--- config.mk ---
export PLATFORM = sky130hd
export DESIGN_NAME = stage3_accum
export DESIGN_NICKNAME = d
export VERILOG_FILES = /design/src/rtl/booth_pipe_pkg.sv /design/src/rtl/booth_pair_sum.sv /design/src/rtl/stage3_accum.sv
export SDC_FILE = /design/constraint.sdc
export NUM_CORES = 1
export LEC_CHECK = 0
export BUFFER_PORTS_ARGS = -buffer_cell sky130_fd_sc_hd__buf_2
export CORE_AREA = 2 2 67 69
export CTS_CLUSTER_DIAMETER = 100
export DETAILED_ROUTE_END_ITERATION = 10
export DIE_AREA = 0 0 69 71
export GPL_TIMING_DRIVEN = 0
export PLACE_DENSITY = 0.83
export SLEW_MARGIN = 20
export SYNTH_ARGS = -nofsm -noshare
export SYNTH_HDL_FRONTEND = slang
export SYNTH_HIERARCHICAL = 1
export SYNTH_SLANG_ARGS = --single-unit
--- constraint.sdc ---
create_clock -name clk -period 6.71 [get_ports clk]
set_clock_uncertainty 0.15 [all_clocks]
set_input_delay 1.342 -clock clk [delete_from_list [all_inputs] [get_ports clk]]
set_output_delay 1.342 -clock clk [all_outputs]
set_load 0.01 [all_outputs]
--- src/rtl/booth_pipe_pkg.sv ---
// booth_pipe_pkg
// Shared definitions for the Booth multiplier pipeline stages: default lane
// and accumulator widths, the stage-3 FSM state encoding, and a helper that
// sizes index ports so they stay at least one bit wide.
package booth_pipe_pkg;

  localparam int DATA_WIDTH_DEF = 13;
  localparam int ACC_WIDTH_DEF  = 16;

  typedef enum logic [1:0] {
    IDLE = 2'd0,
    ACC  = 2'd1,
    DONE = 2'd2
  } state_e;

  // clog2 with a floor of 1 so a single-pair build still has a legal port.
  function automatic int idx_width(input int n);
    return (n > 1) ? $clog2(n) : 1;
  endfunction

endpackage

--- src/rtl/booth_pair_sum.sv ---
// booth_pair_sum
// Combinational datapath for one pair of stage-2 partial-product lanes:
// sign-extends both lanes to the accumulator width, weights lane 1 by
// 2^PAIR_SHIFT, then positions the pair by its index (k*2*PAIR_SHIFT).
// Ports:
//   in0, in1  : signed lanes of the pair
//   pair_idx  : position k of this pair within the product
//   term      : weighted pair value, modulo 2^ACC_WIDTH
module booth_pair_sum
  import booth_pipe_pkg::*;
#(
  parameter int DATA_WIDTH = DATA_WIDTH_DEF,
  parameter int ACC_WIDTH  = ACC_WIDTH_DEF,
  parameter int PAIR_SHIFT = 2,
  parameter int IDX_W      = 1
) (
  input  logic [DATA_WIDTH-1:0] in0,
  input  logic [DATA_WIDTH-1:0] in1,
  input  logic [IDX_W-1:0]      pair_idx,
  output logic [ACC_WIDTH-1:0]  term
);

  logic [ACC_WIDTH-1:0] ext0;
  logic [ACC_WIDTH-1:0] ext1;
  logic [ACC_WIDTH-1:0] pair_val;
  int                   pos_shift;

  // NOTE: every signal driven here is assigned on every path through the
  // block, so no latch is inferred.
  always_comb begin
    // Size cast of a signed operand replicates the sign bit.
    ext0      = ACC_WIDTH'($signed(in0));
    ext1      = ACC_WIDTH'($signed(in1));
    pair_val  = ext0 + (ext1 << PAIR_SHIFT);
    pos_shift = int'(pair_idx) * (2 * PAIR_SHIFT);
    // Bits shifted past the top are dropped: arithmetic wraps by design.
    term      = pair_val << pos_shift;
  end

endmodule

--- src/rtl/stage3_accum.sv ---
// stage3_accum
// Third Booth pipeline stage: accepts NUM_PAIRS lane pairs from stage 2,
// accumulates their weighted sum and presents the finished product with a
// valid/ready handshake. Three-state FSM (IDLE -> ACC -> DONE).
// Ports:
//   clk, rst_n          : clock (rising edge), async active-low reset
//   clr                 : synchronous abort of the product in progress
//   in0, in1, in_valid  : incoming pair and its valid
//   in_ready            : pair accepted on this edge when in_valid is high
//   result, out_valid   : finished product and its valid
//   out_ready           : downstream consumes the result
//   pair_idx            : index of the next pair expected
module stage3_accum
  import booth_pipe_pkg::*;
#(
  parameter int DATA_WIDTH = DATA_WIDTH_DEF,
  parameter int PAIR_SHIFT = 2,
  parameter int NUM_PAIRS  = 2,
  parameter int ACC_WIDTH  = ACC_WIDTH_DEF
) (
  input  logic                               clk,
  input  logic                               rst_n,
  input  logic                               clr,
  input  logic [DATA_WIDTH-1:0]              in0,
  input  logic [DATA_WIDTH-1:0]              in1,
  input  logic                               in_valid,
  output logic                               in_ready,
  output logic [ACC_WIDTH-1:0]               result,
  output logic                               out_valid,
  input  logic                               out_ready,
  output logic [idx_width(NUM_PAIRS)-1:0]    pair_idx
);

  localparam int                IDX_W    = idx_width(NUM_PAIRS);
  localparam logic [IDX_W-1:0]  LAST_IDX = IDX_W'(NUM_PAIRS - 1);

  state_e               state_q;
  logic [IDX_W-1:0]     pair_idx_q;
  logic [ACC_WIDTH-1:0] result_q;
  logic                 out_valid_q;
  logic                 in_ready_q;

  logic [ACC_WIDTH-1:0] term;
  logic [ACC_WIDTH-1:0] acc_d;
  logic                 accept;

  booth_pair_sum #(
    .DATA_WIDTH (DATA_WIDTH),
    .ACC_WIDTH  (ACC_WIDTH),
    .PAIR_SHIFT (PAIR_SHIFT),
    .IDX_W      (IDX_W)
  ) u_pair_sum (
    .in0      (in0),
    .in1      (in1),
    .pair_idx (pair_idx_q),
    .term     (term)
  );

  // Pair 0 starts a fresh product, so it overwrites instead of adding.
  always_comb begin
    acc_d  = (pair_idx_q == '0) ? term : (result_q + term);
    accept = in_valid && in_ready_q;
  end

  // NOTE: sequential state uses non-blocking assignments so every register
  // samples pre-edge values, independent of statement order.
  always_ff @(posedge clk or negedge rst_n) begin
    if (!rst_n) begin
      state_q     <= IDLE;
      pair_idx_q  <= '0;
      result_q    <= '0;
      out_valid_q <= 1'b0;
      in_ready_q  <= 1'b1;
    end else if (clr) begin
      // Abort wins over acceptance and over the output handshake.
      state_q     <= IDLE;
      pair_idx_q  <= '0;
      out_valid_q <= 1'b0;
      in_ready_q  <= 1'b1;
    end else begin
      case (state_q)
        IDLE, ACC: begin
          if (accept) begin
            result_q <= acc_d;
            if (pair_idx_q == LAST_IDX) begin
              state_q     <= DONE;
              pair_idx_q  <= '0;
              out_valid_q <= 1'b1;
              in_ready_q  <= 1'b0;
            end else begin
              state_q    <= ACC;
              pair_idx_q <= pair_idx_q + 1'b1;
            end
          end
        end
        DONE: begin
          // result_q is untouched here, so it holds under backpressure.
          if (out_ready) begin
            state_q     <= IDLE;
            out_valid_q <= 1'b0;
            in_ready_q  <= 1'b1;
          end
        end
        default: begin
          state_q     <= IDLE;
          pair_idx_q  <= '0;
          out_valid_q <= 1'b0;
          in_ready_q  <= 1'b1;
        end
      endcase
    end
  end

  assign in_ready  = in_ready_q;
  assign result    = result_q;
  assign out_valid = out_valid_q;
  assign pair_idx  = pair_idx_q;

endmodule

==> Yosys cells after proc, flatten, opt, wreduce, memory -nomap -nowiden <==
Cells that the tools add are included.
{ "word_totals": {"input_bits": 31, "word_cells": 43, "register_bits": 21, "out_inout_bits": 19} }
{ "classes": {"shift": 1, "bitwise_logic": 1, "n_reduce_logical": 7, "muxes": 20, "n_addsub": 3, "n_eq_ne": 6} }
{ "ops": {"columns": ["operator", "n"], "rows": [
  ["13-bit by 15-bit adder with 16-bit output", 1],
  ["16-bit adder", 1],
  ["16-bit two-way mux", 1],
  ["16-bit by 3-bit left shift with 16-bit output", 1],
  ["1-bit two-way mux", 11],
  ["3-bit inequality test (second input constant)", 3],
  ["2-bit two-way mux", 4],
  ["1-bit case mux with 2 select lines", 3],
  ["3-bit AND reduction", 2],
  ["2-bit case mux with 2 select lines", 1],
  ["2-bit AND reduction", 2],
  ["2-bit by 1-bit equality test with 1-bit output (second input constant)", 1],
  ["2-bit equality test (second input constant)", 1],
  ["2-bit zero test", 1],
  ["2-bit inequality test (second input constant)", 1],
  ["2-bit OR reduction", 1],
  ["1-bit adder (second input constant)", 1],
  ["1-bit logical AND", 1],
  ["1-bit NOT", 1]
]} }

==> Depth between registers and ports, before layout <==
Gate-level depths: netlist (run 1).
{ "depth": {"word_depth": 5, "ltp_mapped": 15} }

==> Cells and area by module <==
Netlist (run 1), hierarchy kept.
{ "by_module_without_submodules": {"columns": ["mod", "area_each_um2", "instances", "cells_each"], "rows": [
  ["stage3_accum", 1682.9, 1, 180],
  ["booth_pair_sum", 708.2, 1, 90]
]} }

==> Worst setup path after synthesis (run 1) <==
OpenSTA, ideal clock, no wires.
{ "synth_path": {"path_kind": "input-to-reg", "startpoint": "input port in0[2]", "endpoint": "register result_q[15] (netlist: result[15])", "slack_ns": 1.967, "n_path_buf": 0, "stages": 14, "setup_time_ns": 0.086, "arrival_ns": 4.507, "cell_sequence": "ha_1 > fa_1 > a21o_1 > a221oi_2 > o21ai_1 > a31oi_1 > xor2_1 > mux2i_1 > ha_1 > a21o_1 > a21o_1 > a221oi_2 > mux2_2 > a32oi_1"} }
{ "synth_between": {"elab_chain_cells": 4} }
{ "synth_rtl": {"columns": ["element", "line_no", "rtl"], "rows": [
  ["start: declaration", "stage3_accum.sv:24", "input logic [DATA_WIDTH-1:0] in0,"],
  ["13-bit by 15-bit adder with 16-bit output", "booth_pair_sum.sv:34", "pair_val = ext0 + (ext1 << PAIR_SHIFT);"],
  ["16-bit by 3-bit left shift with 16-bit output", "booth_pair_sum.sv:37", "term = pair_val << pos_shift;"],
  ["via term[12]", "stage3_accum.sv:43", "logic [ACC_WIDTH-1:0] term;"],
  ["16-bit adder", "stage3_accum.sv:61", "acc_d = (pair_idx_q == '0) ? term : (result_q + term);"],
  ["16-bit two-way mux", "stage3_accum.sv:61", null],
  ["end signal: assignment", "stage3_accum.sv:71", "result_q <= '0;"],
  ["end signal: assignment", "stage3_accum.sv:84", "result_q <= acc_d;"],
  ["end: declaration", "stage3_accum.sv:39", "logic [ACC_WIDTH-1:0] result_q;"]
]} }
The timed path passes the listed nets, and every way through them passes these cells.
A chain may end at the register's enable or synchronous reset.

==> Worst setup path after layout (run 1) <==
Same ends and word-level chain as after synthesis.

==> flow_summary.toml, run 1 <==
[die]
start_util_pct = 56.9
dieHeight_um = 71
ios = 50
die_w_um = 69
design.die.area_um2 = 4900
core_um2 = 4200
num_rows = 24

[layout]
fillCellCount = 384
area_growth_pct = 14.9
final_util_pct = 65.4
diodes = 0
nets = 385
drive_gt1_share_pct = 23.5

[drt]
first_iter_violations = 97
met1Wirelength_um = 2410
vias_per_cell = 5.76
via_count = 2159
avgRoutedWirePerCell_um = 14.3
dr.pass1.iters = 5
wl_um = 5370
antenna_left = 0
remaining_drc_errors = 0
route.met3.wl_um = 299
met2_length_um = 2610
highest_layer = "met4"

[power_and_ir_drop]
worst_ir_drop_vdd_mv = 0.142
p_leak_nw = 1.34
power_density_nw_per_um2 = 369

[setup_path]
worst_setup_path_start_kind = "input pin"
path_cells = "buf_2 -> ha_1 -> fa_1 -> a21o_1 -> a221oi_2 -> xor2_1 -> o21ai_0 -> ha_1 -> a21oi_1 -> nand2b_1 -> nor3_2 -> a21oi_2 -> a221oi_2 -> mux2_2 -> a32oi_1"
startpoint = "in0[2]"
rr_endpoint = "result[15]$_DFFE_PN0P_"
regToRegSetupSlack_ps = 3450
path_depth = 15
crit_buf_inv = 1
cp.required_ps = 6740
rr_startpoint = "pair_idx$_DFFE_PN0P_"
slowest_delay_ps = 400
worstPathArrival_ps = 4930
path_class = "input pin to flip-flop"
crit_end = "result[15]$_DFFE_PN0P_"
critPathSlowestCell = "fa_1"
cp-end-kind = "flip-flop"
crit_path_max_fanout = 5
path_delay_family = "compound AO/OA/AOI/OAI gates"
r2r_cells = 11

[synth]
netlist_instances = 270
synthesis.area_um2 = 2390
synth.avg_cell_area_um2 = 8.86
synthTopCellsByArea = "dfrtp_1 (21%), ha_1 (15%), mux2i_1 (7.1%)"
syn_nets = 331
yosysWarnings = 6
ys_async_sr_fraction_pct = 100
yosysMostFrequentCell = "nand2_1"
synth-edff-count = 0
ys_seq_area_share_pct = 22.0
synth_top_cells_by_count = "nand2_1 (32), ha_1 (28), a21oi_1 (21), dfrtp_1 (20), o21ai_0 (20)"
synth_top_area_share_pct = 20.9
yosys.area.top_type = "dfrtp_1"
synth_cell_types = 51
synth_seq_cells = 21
yosys_most_used_dff = "dfrtp_1"

[clock_tree]
cts_setup_buffers = 0
cts_resized = 0
cts_tree = "yes"
clk_pin_slew_ps = 80
root_buffer = "clkbuf_8"
worst_skew_pair.late_latency_ps = 260
htreeDepth = 1
cts_num_sinks = 21
hold_buffers = 0
numCtsBuffers = 3
clk_path_buf_depth = 2

[placed_design]
gp_congestion = 0.883
hpwl_um = 4330
port_buffers = 49

[min_path]
hold_path.class = "flip-flop to flip-flop"

[timing]
fin_crit_sh_pct = 73.0
relSlewSlack_pct = 52.2
layout_min_cycle_time_ps = 4900
finalMaxSlewViolations = 0
fmax_ghz = 0.204
fin_tns_setup_ps = 0
hold_violations = 0
rsz0062_at_grt = "no"
worst_slew_pin_slew_ps = 717
finalSetupViolCount = 0

[global_routing]
grtUsageTotal_pct = 23.0
grt.overflow.total = 0
grt_max_degree = 22
grt_pass1_vias = 2094
antenna_found_initial = 0
grt_pass1_wl_um = 9390

[run]
maxCapViolCount = 0

[run_status]
outcome = "completed"
-- power by group --
part           internal [mW]  total (mW)  switching [mW]
logic                  0.321       0.710           0.389
clock network         0.0414      0.0861          0.0447
registers              0.173       0.219          0.0452
-- per-layer routing --
layer | GRT usage (%) | vias to the layer above
met5 | 0 | -
met4 | 5.01 | 0
met3 | 2.85 | 6
met2 | 40.8 | 57
met1 | 30.1 | 992
li1 | - | 1104
-- metrics by stage --
stage / hold WS (ps) / total power [mW] / instance area (µm²) / setup WS [ps] / instances
2_1_floorplan: 327 / 0.759 / 2390 / 1970 / 270
3_3_place_gp: 322 / 0.898 / 2700 / 1640 / 371
3_5_place_dp: 325 / 0.923 / 2700 / 1560 / 371
4_1_cts: 338 / 1.01 / 2750 / 1820 / 375
5_1_grt: 360 / 1.11 / 2750 / 1530 / 375
6_report: 333 / 1.01 / 2750 / 1810 / 375
-- layout make-up --
class                           count  area (µm²)  share of cell area, %
Multi-Input combinational cell    235        1770                   64.3
Clock inverter                      1        5.00                  0.182
Clock buffer                        3        41.3                   1.50
Timing Repair Buffer               49         245                   8.93
Inverter                            4        15.0                  0.546
Tap cell                           52        65.1                   2.37
Sequential cell                    21         527                   19.2
Buffer                             10        81.3                   2.96
-- worst min-delay path by stage --
stage | from | to | slack [ps] | cells past startpoint
floorplan | in_ready$_DFFE_PN1P_ | in_ready$_DFFE_PN1P_ | 330 | 2
global placement | out_valid$_DFFE_PN0P_ | out_valid$_DFFE_PN0P_ | 320 | 1
detailed placement | in_ready$_DFFE_PN1P_ | in_ready$_DFFE_PN1P_ | 330 | 2
CTS | in_ready$_DFFE_PN1P_ | in_ready$_DFFE_PN1P_ | 340 | 2
global route | out_valid$_DFFE_PN0P_ | out_valid$_DFFE_PN0P_ | 360 | 1
finish | in_ready$_DFFE_PN1P_ | in_ready$_DFFE_PN1P_ | 330 | 2
-- logic make-up after synthesis --
family	after synthesis	share of synthesized area (%)
AOI/OAI and AO/OA	88	25.8
and+or+nand+nor	74	15.0
adders and majority gates	30	16.3
xor gates and xnor gates	24	8.79
DFF	21	22.0
muxes	19	8.06
buffers and inverters	14	4.03
-- state kept, by name, summed over array words and instances (netlist names) --
| register | cells |
|---|---|
| in_ready | 1 |
| result | 16 |
| out_valid | 1 |
| pair_idx | 1 |
| state_q | 2 |
-- cell usage in the layout, fill, tap and decap left out, types with 2 or more instances in the layout --
cell type	count
a21o_1	9
o2111ai_1	3
o21ai_1	4
mux2_2	2
clkbuf_8	5
o21ai_0	20
a211oi_1	3
nor3_1	3
dfrtp_1	20
nand2b_1	4
nor3b_1	4
xor2_1	16
a221oi_2	3
ha_1	28
o211ai_1	3
buf_2	50
a21oi_1	21
nand2_1	32
and3_1	2
fa_1	2
a21oi_2	3
buf_6	3
mux2i_1	17
nor2b_1	7
nor2_1	13
xnor2_1	8
a31oi_1	3
inv_1	4
nand3_1	2
nand3b_1	2
clkbuf_1	4
a21o_2	3
-- worst reg2reg max path: cells and delay by family (launching register included) --
family                   cells  cell delay [ps]
AO/OA/AOI/OAI                5             1040
adder cells (fa/ha/maj)      1              320
buffers and inverters        2              490
flip-flops                   1              550
multiplexers                 1              370
AND/OR/NAND/NOR              2              260
No activity file was read; power rests on OpenSTA's default activity.
==> inputs of run 2 (changes only) <==
--- a/config.mk
+++ b/config.mk
@@ -6,12 +6,12 @@
 export NUM_CORES = 1
 export LEC_CHECK = 0
 export BUFFER_PORTS_ARGS = -buffer_cell sky130_fd_sc_hd__buf_2
-export CORE_AREA = 2 2 67 69
+export CORE_AREA = 2 2 73 75
 export CTS_CLUSTER_DIAMETER = 100
 export DETAILED_ROUTE_END_ITERATION = 10
-export DIE_AREA = 0 0 69 71
+export DIE_AREA = 0 0 75 77
 export GPL_TIMING_DRIVEN = 0
-export PLACE_DENSITY = 0.83
+export PLACE_DENSITY = 0.74
 export SLEW_MARGIN = 20
 export SYNTH_ARGS = -nofsm -noshare
 export SYNTH_HDL_FRONTEND = slang
==> constraint.sdc (replaced) <==
create_clock -name clk -period 4.09 [get_ports clk]
set_clock_uncertainty 0.15 [all_clocks]
set_input_delay 0.818 -clock clk [delete_from_list [all_inputs] [get_ports clk]]
set_output_delay 0.818 -clock clk [all_outputs]
set_load 0.01 [all_outputs]
==> flow_summary.toml, run 2 (same netlist as run 1, synthesis figures left out) <==
[drt]
vias_per_cell = 5.50
wl_um = 5940
dr.pass1.iters = 4
remaining_drc_errors = 0
via_count = 2254
antenna_left = 0
avgRoutedWirePerCell_um = 14.5
first_iter_violations = 130

[setup_path]
cp.required_ps = 4080
worstPathArrival_ps = 4080
worst_setup_path_start_kind = "input pin"
crit_path_max_fanout = 3
path_class = "input pin to flip-flop"
cp-end-kind = "flip-flop"

[global_routing]
antenna_found_initial = 0
grtUsageTotal_pct = 21.0
grt_max_degree = 22
grt_pass1_wl_um = 9670
grt.overflow.total = 0
grt_pass1_vias = 2074

[die]
dieHeight_um = 77
core_um2 = 4980
ios = 50
die_w_um = 75
start_util_pct = 48.0
num_rows = 26
design.die.area_um2 = 5780

[timing]
hold_violations = 0
setup_ws_ps = -1.02
worst_slew_pin_slew_ps = 705
fin_crit_sh_pct = 100
fmax_ghz = 0.244
finalSetupViolCount = 1
layout_min_cycle_time_ps = 4090
relSlewSlack_pct = 53.0
rsz0062_at_grt = "yes"
finalMaxSlewViolations = 0

[power_and_ir_drop]
sw_frac_of_total_pct = 45.8
p_int_mw = 1.01
switchingPower_mw = 0.856
worst_ir_drop_vdd_mv = 0.368
p_leak_nw = 1.44
pwr-share-comb_pct = 72.7
p_seq_share_pct = 19.4
power_density_nw_per_um2 = 625
pwr-share-clk_pct = 7.9

[layout]
diodes = 0
regArea_um2 = 527
finalNonFillerCells = 410
nets = 402
final_common_cell = "buf_2"
area_growth_pct = 24.9
fillCellCount = 464
multi_input_area_um2 = 1840
drive_gt1_share_pct = 30.3
final_cell_mix = "buf_2 (48), nand2_1 (32), ha_1 (26)"
largest_register_ffs = 16

[clock_tree]
clk_pin_slew_ps = 80
root_buffer = "clkbuf_8"
cts_tree = "yes"
clk_path_buf_depth = 2
worst_skew_pair.late_latency_ps = 270
cts_num_sinks = 21
numCtsBuffers = 3
htreeDepth = 1

[run_status]
outcome = "finished, violations left"
violations = "negative setup slack"

[placed_design]
hpwl_um = 4450
post-place-ws_ps = -450
gp_congestion = 0.858
port_buffers = 49
dp_cells = 389

[run]
maxCapViolCount = 0

[min_path]
hold_path.class = "flip-flop to flip-flop"
-- run 2: critical path, cell delays in order --
cell and delay [ps]:
buf_6 100, ha_4 150, fa_2 340, a21o_1 230, a221oi_4 330, o21ai_2 100, a31oi_1 200, xor2_1 210
mux2i_2 110, ha_1 330, a21o_1 180, a21o_1 180, a221oi_2 320, buf_4 170, mux2i_1 200, a32oi_1 120
-- run 2: final timing paths --
| kind | slack [ps] | to | startpoint | depth (start not counted) |
|---|---|---|---|---|
| min in group asynchronous | 350 | result[5]$_DFFE_PN0P_ | rst_n | 1 |
| max reg2reg | 770 | result[14]$_DFFE_PN0P_ | pair_idx$_DFFE_PN0P_ | 10 |
| min reg2reg | 330 | in_ready$_DFFE_PN1P_ | in_ready$_DFFE_PN1P_ | 2 |
| min | 330 | in_ready$_DFFE_PN1P_ | in_ready$_DFFE_PN1P_ | 2 |
| max | -1 | result[15]$_DFFE_PN0P_ | in1[0] | 16 |
| max in group asynchronous | 3080 | in_ready$_DFFE_PN1P_ | rst_n | 1 |
-- run 2: layout make-up --
type / count / share of cell area [%]
buffer: 10 / 2.72
clock buffer: 3 / 1.38
clock inverter: 1 / 0.168
inverter: 4 / 0.503
multi-input combinational: 235 / 61.8
sequential: 21 / 17.6
tap: 70 / 2.93
timing repair buffer: 66 / 12.9
-- run 2: routing by layer --
metal / global-route usage, % / wire, µm / up-vias
met1: 28.8 / 2760 / 1059
met2: 34.2 / 2860 / 48
met3: 3.15 / 243 / 8
met4: 5.00 / 68 / 0
li1: - / - / 1139
met5: 0 / 0 / -
-- run 2: repair_timing --
item                                    4_1_cts  5_1_grt
endpoints found under the setup margin        1        5
setup buffers                                 6       11
gates resized for setup                       2       11
hold endpoints to repair                      0        0
hold buffers                                  0        0
pin swaps                                     5       19
-- run 2: power groups by stage --
stage / clock network, mW / logic, mW / registers [mW]
CTS: 0.148 / 1.23 / 0.360
global route: 0.158 / 1.50 / 0.374
detailed placement: 0 / 1.16 / 0.364
floorplan: 0 / 0.861 / 0.384
finish: 0.147 / 1.36 / 0.362
global placement: 0 / 1.13 / 0.360
-- run 2: through the flow --
step	setup TNS (ps)	util, %	power, mW	area [µm²]	hold WS, ps
5_1_grt	-232	60.0	2.03	2990	353
3_5_place_dp	-918	55.0	1.52	2740	325
6_report	-1.02	60.0	1.87	2990	332
2_1_floorplan	0	-	1.25	2410	327
4_1_cts	0	57.2	1.74	2850	337
3_3_place_gp	-565	55.0	1.49	2740	322
